<file path="config.mk">
export PLATFORM = sky130hd
export DESIGN_NAME = apb_filter_cfg_slave
export DESIGN_NICKNAME = d
export VERILOG_FILES = /design/src/rtl/apb_filter_cfg_slave.sv
export SDC_FILE = /design/constraint.sdc
export NUM_CORES = 1
export LEC_CHECK = 0
export CORE_MARGIN = 10
export CORE_UTILIZATION = 55
export DETAILED_ROUTE_END_ITERATION = 10
export PLACE_DENSITY = 0.76
export RECOVER_POWER = 25
export SLEW_MARGIN = 10
export SYNTH_ARGS = -nofsm -noshare
export SYNTH_HDL_FRONTEND = slang
export SYNTH_SLANG_ARGS = --single-unit
</file>
<file path="constraint.sdc">
create_clock -name pclock -period 3.9 [get_ports pclock]
set_input_delay 0.975 -clock pclock [delete_from_list [all_inputs] [get_ports pclock]]
set_output_delay 0.975 -clock pclock [all_outputs]
set_load 0.1 [all_outputs]
</file>
<file path="src/rtl/apb_filter_cfg_slave.sv">
// APB register slave for the address-filter configuration: CTRL, window bounds,
// twelve scratch words and saturating transfer/error counters, with a programmable access wait.
module apb_filter_cfg_slave #(
   parameter int ADDR_WIDTH = 8,
   parameter int DATA_WIDTH = 32
) (
   input  logic                  pclock,
   input  logic                  preset,
   input  logic                  psel,
   input  logic                  penable,
   input  logic                  pwrite,
   input  logic [ADDR_WIDTH-1:0] paddr,
   input  logic [DATA_WIDTH-1:0] pwdata,
   output logic [DATA_WIDTH-1:0] prdata,
   output logic                  pready,
   output logic                  pslverr,
   output logic                  filter_en,
   output logic [31:0]           filter_low,
   output logic [31:0]           filter_high
);

   typedef enum logic [1:0] {IDLE, SETUP, ACCESS} state_t;

   localparam int N_SCRATCH = 12;

   state_t                state;
   logic [3:0]            k;
   logic [3:0]            k_nxt;
   logic [3:0]            w_lat;
   logic [3:0]            idx_lat;
   logic                  wr_lat;
   logic                  err_lat;
   logic [4:0]            ctrl_q;
   logic [DATA_WIDTH-1:0] low_q;
   logic [DATA_WIDTH-1:0] high_q;
   logic [DATA_WIDTH-1:0] scratch_q [N_SCRATCH];
   logic [15:0]           xfer_cnt;
   logic [15:0]           err_cnt;
   logic [DATA_WIDTH-1:0] rd_resp;

   function automatic logic [15:0] sat_inc(input logic [15:0] v);
      return (v == 16'hFFFF) ? v : v + 16'd1;
   endfunction

   function automatic logic addr_err(input logic wr, input logic [ADDR_WIDTH-1:0] a);
      return (a[1:0] != 2'b00) || (a >= ADDR_WIDTH'(64)) || (wr && (a == ADDR_WIDTH'(12)));
   endfunction

   assign k_nxt = k + 4'd1;

   // Read data is taken from the latched word index; writes and errors return zero.
   always_comb begin
      rd_resp = '0;
      case (idx_lat)
         4'd0:    rd_resp[4:0] = ctrl_q;
         4'd1:    rd_resp = low_q;
         4'd2:    rd_resp = high_q;
         4'd3:    rd_resp = {err_cnt, xfer_cnt};
         default: rd_resp = scratch_q[idx_lat - 4'd4];
      endcase
      if (wr_lat || err_lat) begin
         rd_resp = '0;
      end
   end

   always_ff @(posedge pclock) begin
      if (preset) begin
         state    <= IDLE;
         k        <= '0;
         w_lat    <= '0;
         idx_lat  <= '0;
         wr_lat   <= 1'b0;
         err_lat  <= 1'b0;
         ctrl_q   <= '0;
         low_q    <= '0;
         high_q   <= '0;
         for (int i = 0; i < N_SCRATCH; i++) begin
            scratch_q[i] <= '0;
         end
         xfer_cnt <= '0;
         err_cnt  <= '0;
         pready   <= 1'b0;
         pslverr  <= 1'b0;
         prdata   <= '0;
      end else begin
         pready  <= 1'b0;
         pslverr <= 1'b0;
         prdata  <= '0;
         case (state)
            IDLE: begin
               // penable without a preceding setup phase is ignored here.
               if (psel && !penable) begin
                  state   <= SETUP;
                  idx_lat <= paddr[5:2];
                  wr_lat  <= pwrite;
                  err_lat <= addr_err(pwrite, paddr);
                  w_lat   <= ctrl_q[3:0];
                  k       <= '0;
               end
            end
            SETUP: begin
               state <= ACCESS;
               if (w_lat == 4'd0) begin
                  pready  <= 1'b1;
                  pslverr <= err_lat;
                  prdata  <= rd_resp;
               end
            end
            ACCESS: begin
               if (pready) begin
                  state <= IDLE;
                  k     <= '0;
                  if (wr_lat && !err_lat) begin
                     case (idx_lat)
                        4'd0:    ctrl_q <= pwdata[4:0];
                        4'd1:    low_q  <= pwdata;
                        4'd2:    high_q <= pwdata;
                        4'd3:    ;
                        default: scratch_q[idx_lat - 4'd4] <= pwdata;
                     endcase
                  end
                  xfer_cnt <= sat_inc(xfer_cnt);
                  if (err_lat) begin
                     err_cnt <= sat_inc(err_cnt);
                  end
               end else if (!psel) begin
                  // Master abandoned the transfer: no write, no count.
                  state <= IDLE;
                  k     <= '0;
               end else begin
                  k <= k_nxt;
                  if (k_nxt == w_lat) begin
                     pready  <= 1'b1;
                     pslverr <= err_lat;
                     prdata  <= rd_resp;
                  end
               end
            end
            default: state <= IDLE;
         endcase
      end
   end

   assign filter_en   = ctrl_q[4];
   assign filter_low  = low_q;
   assign filter_high = high_q;

endmodule
</file>
======== Word-level counts from Yosys, hierarchy flattened ========
Memory sizes are Yosys's and may differ from the RTL's.
Cells that the tools add are included.
storage, ports and cells
  bits in registers ....................... 151
  logic and storage cells ................. 93
  input port bits ......................... 45
  memory bits (read-only) ................. 0
  memories kept ........................... 1
  memory bits (writable) .................. 384
  output and inout bits ................... 99
  latch bits .............................. 0
operators by class
  shifts and indexed selects .............. 0
  multiplexer cells ....................... 37
  divide/modulo/power cells ............... 0
  bitwise gates (word level) .............. 2
  equality and inequality tests ........... 11
  $add $sub $neg .......................... 4
  reductions and logical operators ........ 23
  order comparisons ....................... 1
  multipliers ............................. 0
memories
  memory     depth  width  rd ports  clocked after Yosys merged registers in  write ports  line  source
  scratch_q  12     32     1         0                                        12           36    logic [DATA_WIDTH-1:0] scratch_q [N_SCRATCH];
operator list
  operator               number
  $mux 32                6
  $pmux 27 s4            1
  $pmux 32 s2            1
  $add 16x1->16 const B  2
  $eq 16x16->1 const B   2
  $reduce_or 32->1       1
  $pmux 5 s4             1
  $mux 1                 17
  $mux 4                 4
  $reduce_and 4->1       4
  $eq 4x2->1 const B     2
  $eq 8x4->1 const B     1
  $ge 8x7->1 const B     1
  $logic_not 4->1        2
  $pmux 4 s2             1
  $mux 2                 3
  $pmux 2 s3             1
  $reduce_and 2->1       3
  $add 4x1->4 const B    1
  $eq 4x1->1 const B     1
  $eq 4x4->1             1
  $pmux 1 s2             2
  $reduce_bool 2->1      2
  $reduce_or 4->1        1
  other kinds (11)       17

======== Depth between registers and ports, before layout ========
Gate-level depths: netlist of the first run.
  depth after elaboration ................. 10
  depth in mapped cells ................... 10
  gate-level depth less buffers ........... 6

======== Least setup slack after synthesis of the first run ========
No wires, ideal clock.
  path kind ............................... register -> register
  from .................................... register pready
  to ...................................... memory scratch_q[0][0], enable pin
  clock period less this slack ............ 2.842 ns
  slack ................................... 1.058 ns
  path buffers ............................ 1
  data required time ...................... 3.525 ns
  library setup time ...................... 0.375 ns
  arrival time ............................ 2.468 ns
  stages on the path, launching flop included .. 6
  cell sequence ........................... dfxtp_1 -> buf_4 -> and4b_1 -> nand3_1 -> nor3_1 -> or2_2
RTL lines
  element                   line  source
  start: declaration        15    output logic pready,
  start signal: assignment  82    pready <= 1'b0;
  start signal: assignment  86    pready <= 1'b0;
  start signal: assignment  104   pready <= 1'b1;
  end: declaration          36

==> results.py, run 1 <==
metrics = {
    "detailed_routing": {
        "wl_mm": 73.7,
        "drtAntennaViolNets": 0,
        "drc_errors": 0,
        "routedWlPerCell_um": 24.3,
        "via_count": 18200,
        "initialDrtViolationCount": 1867,
        "viasPerCell": 6.00,
        "dr.pass1.iters": 6,
    },
    "synth": {
        "yosys.area.top_type": "edfxtp_1",
        "yosys_warnings": 0,
        "synth_cell_types": 67,
        "synth.mux.area_fraction": 0.131,
        "netlist_instances": 2072,
        "synth_simple_gate_area_share": 0.151,
        "async_flop_share": 0,
        "synth_area_leaders": "edfxtp_1, dfxtp_1, mux4_2, and2_1, mux2_2",
        "synthXorXnorAreaFrac": 0.00233,
        "ys_ff_latch": 663,
        "synthFlopType": "edfxtp_1",
        "synth-seq-area-share": 0.635,
        "avgSynthCellArea_um2": 14.0,
        "synth-compound-area-share": 0.0464,
        "synth_adder_area_share": 0.00432,
        "syn_area_um2": 29000,
        "netlist.area_leader.share": 0.531,
        "synth-edff-count": 512,
        "synth_top_family_by_area": "simple AND/OR/NAND/NOR gates",
    },
    "setup_path": {
        "start_kind": "register",
        "cp.required_ns": 4.36,
        "r2r_setup_slack_ns": 0.54,
        "endpoint_kind": "register",
        "worstPathMaxFanout": 35,
        "crit_chain": "buf_12 -> nand2_1 -> nor2_1 -> clkbuf_1 -> and2_1",
        "critPathSlowestCell": "dfxtp_2",
        "worstSetupPathType": "register to register",
        "critPathArrivalTime_ns": 3.82,
        "cpPeakStageDelay_ns": 1.12,
    },
    "clocking": {
        "clk_pin_slew_ns": 0.06,
        "cts_setup_buffers": 0,
        "htree_levels": 3,
        "cts_buffers": 69,
        "root_buffer": "clkbuf_16",
        "clockBufferDepth": 3,
        "cts.sinks": 663,
        "cts_tree": "yes",
        "cts_resized": 0,
        "insertion_delay_ns": 0.61,
        "hold_buffers": 0,
    },
    "sta": {
        "min_period_ns": 3.36,
        "post-route-period-util": 0.862,
        "finClkSkew_ns": 0.0180,
        "relSlewSlack": -0.0364,
        "rsz0062_at_grt": "false",
        "setup_tns_ns": 0,
        "fmax_mhz": 298,
        "hold_viol_final": 0,
        "finalMaxSlewViolations": 99,
        "tightest_slew_ns": 1.55,
        "setup_violations": 0,
        "fin_ws_ns": 0.539,
    },
    "flow_run": {
        "max_cap_violations": 4,
    },
    "placement": {
        "dpl_worst_slack_ns": 0.756,
        "dp_hpwl_mm": 47.1,
        "gp_congestion": 0.886,
        "portBuffers": 143,
    },
    "pwr": {
        "power_density_nw_per_um2": 452,
        "p_leak_nw": 11.8,
        "ir_worst_vdd_mv": 0.348,
    },
    "cells_and_area": {
        "synthToLayoutAreaGrowth_pct": 16.3,
        "layout_commonest_cell": "edfxtp_1",
        "drive_gt1_frac": 0.157,
        "final_cell_mix": "edfxtp_1, and2_1, nand2_1",
        "diodes": 0,
        "num-nets-final": 2346,
        "utilization": 0.644,
    },
    "floorplanning": {
        "die_width_um": 250,
        "core_area_um2": 52300,
        "die_h_um": 250,
        "dieArea_um2": 62300,
        "start_util": 0.554,
        "row_count": 84,
        "boundaryPins": 144,
    },
    "global_routing": {
        "grt_first_pass_wirelength_mm": 113,
        "grt_pass1_vias": 18000,
        "grtUsageTotal": 0.235,
        "grt_max_degree": 73,
        "grt_overflow": 0,
        "antenna_found_initial": 3,
    },
    "status": {
        "status": "finished, violations left",
        "violations": "capacitance limit, slew limit",
    },
    "hold_path": {
        "min_path_type": "register to register",
    },
}
-- cells by family after synthesis --
group                    after synthesis
AND/OR/NAND/NOR                      782
other                                  1
flip-flops                           663
multiplexers                         211
buffers and inverters                185
XOR/XNOR                               6
adder cells (fa/ha/maj)               10
AO/OA/AOI/OAI                        214
-- per-stage QoR --
stage / std cells / hold WS, ns / total power [mW] / instance area [um2]
final: 3032 / 0.474 / 15.2 / 33700
after global routing: 3032 / 0.498 / 15.6 / 33700
after CTS: 3032 / 0.475 / 15.3 / 33700
after detailed placement: 2908 / 0.467 / 9.04 / 31600
after global placement: 2908 / 0.454 / 9.01 / 31600
after floorplan: 2199 / 0.442 / 8.65 / 29500
-- layout make-up --
| class | count | area [um2] |
|---|---|---|
| clock buffers | 89 | 1860 |
| clock inverters | 35 | 297 |
| fillers | 3692 | 18600 |
| inverters | 15 | 56.3 |
| multi-input cells | 1351 | 10200 |
| flip-flops and latches | 663 | 18400 |
| well taps | 688 | 861 |
| repair buffers | 191 | 1980 |
-- layer usage --
metal	routed length, um	GRT usage	vias to the layer above	part of all wire
met3	6910	0.0419	132	0.094
met5	8	0	-	0.00011
met2	36200	0.384	947	0.49
met1	29000	0.317	9141	0.39
met4	1520	0.0713	2	0.021
li1	-	-	7967	-
-- path summary, 6_finish.rpt --
path / start / depth (start not counted) / endpoint
setup / recovery: idx_lat[1] / 5 / scratch_q[3][25]
setup reg to reg: idx_lat[1] / 5 / scratch_q[3][25]
hold reg to reg: filter_low[14] / 2 / filter_low[14]
hold / removal: filter_low[14] / 2 / filter_low[14]
-- synth_stat cells, types with 15 or more instances --
library cell  instances
mux2i_1              19
buf_2                34
mux2_2               65
nor4_1               20
edfxtp_1            512
nor3_1               30
dfxtp_1             151
a221oi_1             28
clkbuf_1            110
or2_2                15
and2_1              403
a21oi_1             100
mux4_2              127
nor2_1               43
nand3_1              22
a211oi_1             25
nor2b_1              23
nand2_1             166
-- state kept, by name (all words and copies together) (netlist names), 5 cells and up --
register	flops
scratch_q	512
filter_low	32
err_cnt	16
xfer_cnt	16
prdata	32
filter_high	32
ctrl_q	5
-- power by group --
group | switching, mW | internal, mW
sequential | 0.0855 | 7.85
clock | 2.68 | 3.65
combinational | 0.593 | 0.374
-- worst max-delay path: cells and delay by family (launching register included) --
family | cells | cell delay [ns]
buf+inv | 2 | 1.44
simple gates | 3 | 0.59
flops | 1 | 1.12
No activity file was read; power rests on OpenSTA's default activity.
==> run 2: changes to the inputs <==
CORE_UTILIZATION = 60   (was 55)
PLACE_DENSITY = 0.82   (was 0.76)
==> run 2 against run 1 <==
- the flow still finishes with violations (capacitance limit, slew limit)
- clock power grew 3.2%
- global-route usage is 2.7 points higher
- critical path depth rose by 2
- first-iteration DRC count up 17%
- sequential share of layout area up 0.087 points
- setup slack worse by 0.017 ns
- non-clock buffer count up 4
- wire length increased by 1.5%
- maximum frequency down 0.50%
- final area down 0.14%
- clock skew is 0.0020 ns higher
- critical path type unchanged
- critical endpoint is now scratch_q[7][0]
==> results.py, run 2 (synthesis results as in run 1) <==
metrics = {
    "cells_and_area": {
        "synthToLayoutAreaGrowth_pct": 16.1,
        "num-nets-final": 2349,
        "largest_reg_flops": 512,
        "drive_gt1_frac": 0.156,
        "fillers": 3005,
        "largest-register": "scratch_q",
        "layout_commonest_cell": "edfxtp_1",
        "final_cell_mix": "edfxtp_1, and2_1, nand2_1",
    },
    "detailed_routing": {
        "via_count": 18400,
        "wl_mm": 74.8,
        "viasPerCell": 6.23,
        "dr.pass1.iters": 5,
        "drtAntennaViolNets": 0,
        "routedWlPerCell_um": 25.3,
        "initialDrtViolationCount": 2180,
        "drc_errors": 0,
    },
    "clocking": {
        "clockBufferDepth": 3,
        "hold_buffers": 0,
        "htree_levels": 3,
        "clk_pin_slew_ns": 0.06,
        "cts_buffers": 68,
        "root_buffer": "clkbuf_16",
        "cts_resized": 0,
        "cts.sinks": 663,
        "cts_tree": "yes",
        "cts_setup_buffers": 0,
        "insertion_delay_ns": 0.62,
    },
    "sta": {
        "rsz0062_at_grt": "false",
        "post-route-period-util": 0.866,
        "relSlewSlack": -0.0513,
        "fin_ws_ns": 0.522,
        "min_period_ns": 3.38,
        "finClkSkew_ns": 0.0201,
        "fmax_mhz": 296,
        "tightest_slew_ns": 1.58,
        "setup_violations": 0,
        "setup_tns_ns": 0,
        "hold_viol_final": 0,
        "finalMaxSlewViolations": 66,
    },
    "global_routing": {
        "grt_overflow": 0,
        "grt_first_pass_wirelength_mm": 113,
        "grt_max_degree": 69,
        "antenna_found_initial": 2,
        "grtUsageTotal": 0.262,
        "grt_pass1_vias": 18300,
    },
    "placement": {
        "portBuffers": 143,
        "dp_hpwl_mm": 48.0,
        "dpl_worst_slack_ns": 0.738,
        "gp_congestion": 0.882,
    },
    "pwr": {
        "p_leak_nw": 11.8,
        "power_density_nw_per_um2": 459,
        "ir_worst_vdd_mv": 0.293,
    },
    "setup_path": {
        "cp.required_ns": 4.37,
        "critPathArrivalTime_ns": 3.85,
        "endpoint_kind": "register",
        "worstPathMaxFanout": 32,
        "worstSetupPathType": "register to register",
        "start_kind": "register",
        "startpoint": "state[0]",
        "r2r-start": "state[0]",
    },
    "floorplanning": {
        "start_util": 0.607,
        "row_count": 80,
        "die_h_um": 240,
        "dieArea_um2": 57500,
        "die_width_um": 240,
        "core_area_um2": 47700,
        "boundaryPins": 144,
    },
    "flow_run": {
        "max_cap_violations": 2,
    },
    "status": {
        "violations": "capacitance limit, slew limit",
        "status": "finished, violations left",
    },
    "hold_path": {
        "min_path_type": "register to register",
        "hp-start": "k[1]",
    },
}
[run 2: critical path, cell delays in order (launching register included)]
cell and delay, ns:
dfxtp_1 0.33, inv_1 0.09, ha_1 0.55, and4b_1 0.43, nand3_1 0.20, nor2_1 0.19, clkbuf_1 1.14, and2_1 0.28
[run 2: cell type report]
type	count	area (um2)	share of cell area
tap	615	769	0.0229
inverter	15	56.3	0.00167
clock buffer	90	1930	0.0574
antenna	2	5.00	0.000149
timing repair buffer	195	1970	0.0586
sequential	663	18400	0.547
clock inverter	27	290	0.00863
multi-input combinational	1351	10200	0.304
[run 2: per-stage QoR]
step                total power, mW  utilization  area [um2]  cells  hold slack, ns
finish                         15.4        0.705       33600   2958           0.474
global route                   15.8        0.705       33600   2957           0.495
CTS                            15.5        0.706       33700   2956           0.475
detailed placement             9.03        0.659       31500   2839           0.467
global placement               8.99        0.659       31500   2839           0.455
floorplan                      8.65            -       29500   2199           0.442
[run 2: per-layer routing]
layer  global-route usage  share of wire  vias up
met4               0.0886          0.024        0
li1                     -              -     7974
met2                0.422           0.49     1043
met3               0.0542           0.10      116
met5                    0              0        -
met1                0.351           0.38     9298
[run 2: power breakdown]
part / total, mW / internal [mW] / switching, mW / leakage, nW
Sequential: 7.95 / 7.85 / 0.0976 / 6.43
Combinational: 0.961 / 0.369 / 0.593 / 4.30
Clock: 6.53 / 3.87 / 2.66 / 1.10
[run 2: worst paths after layout]
check	to	slack [ns]	cells past startpoint
max	scratch_q[7][0]	0.52	7
min	k[1]	0.47	2
max reg2reg	scratch_q[7][0]	0.52	7
min reg2reg	k[1]	0.47	2
==> run 3: changes to the inputs <==
HOLD_SLACK_MARGIN = 0.15   (was default)
==> results of run 3 <==
The final DEF is identical to that of run 2; final timing and power are the same.
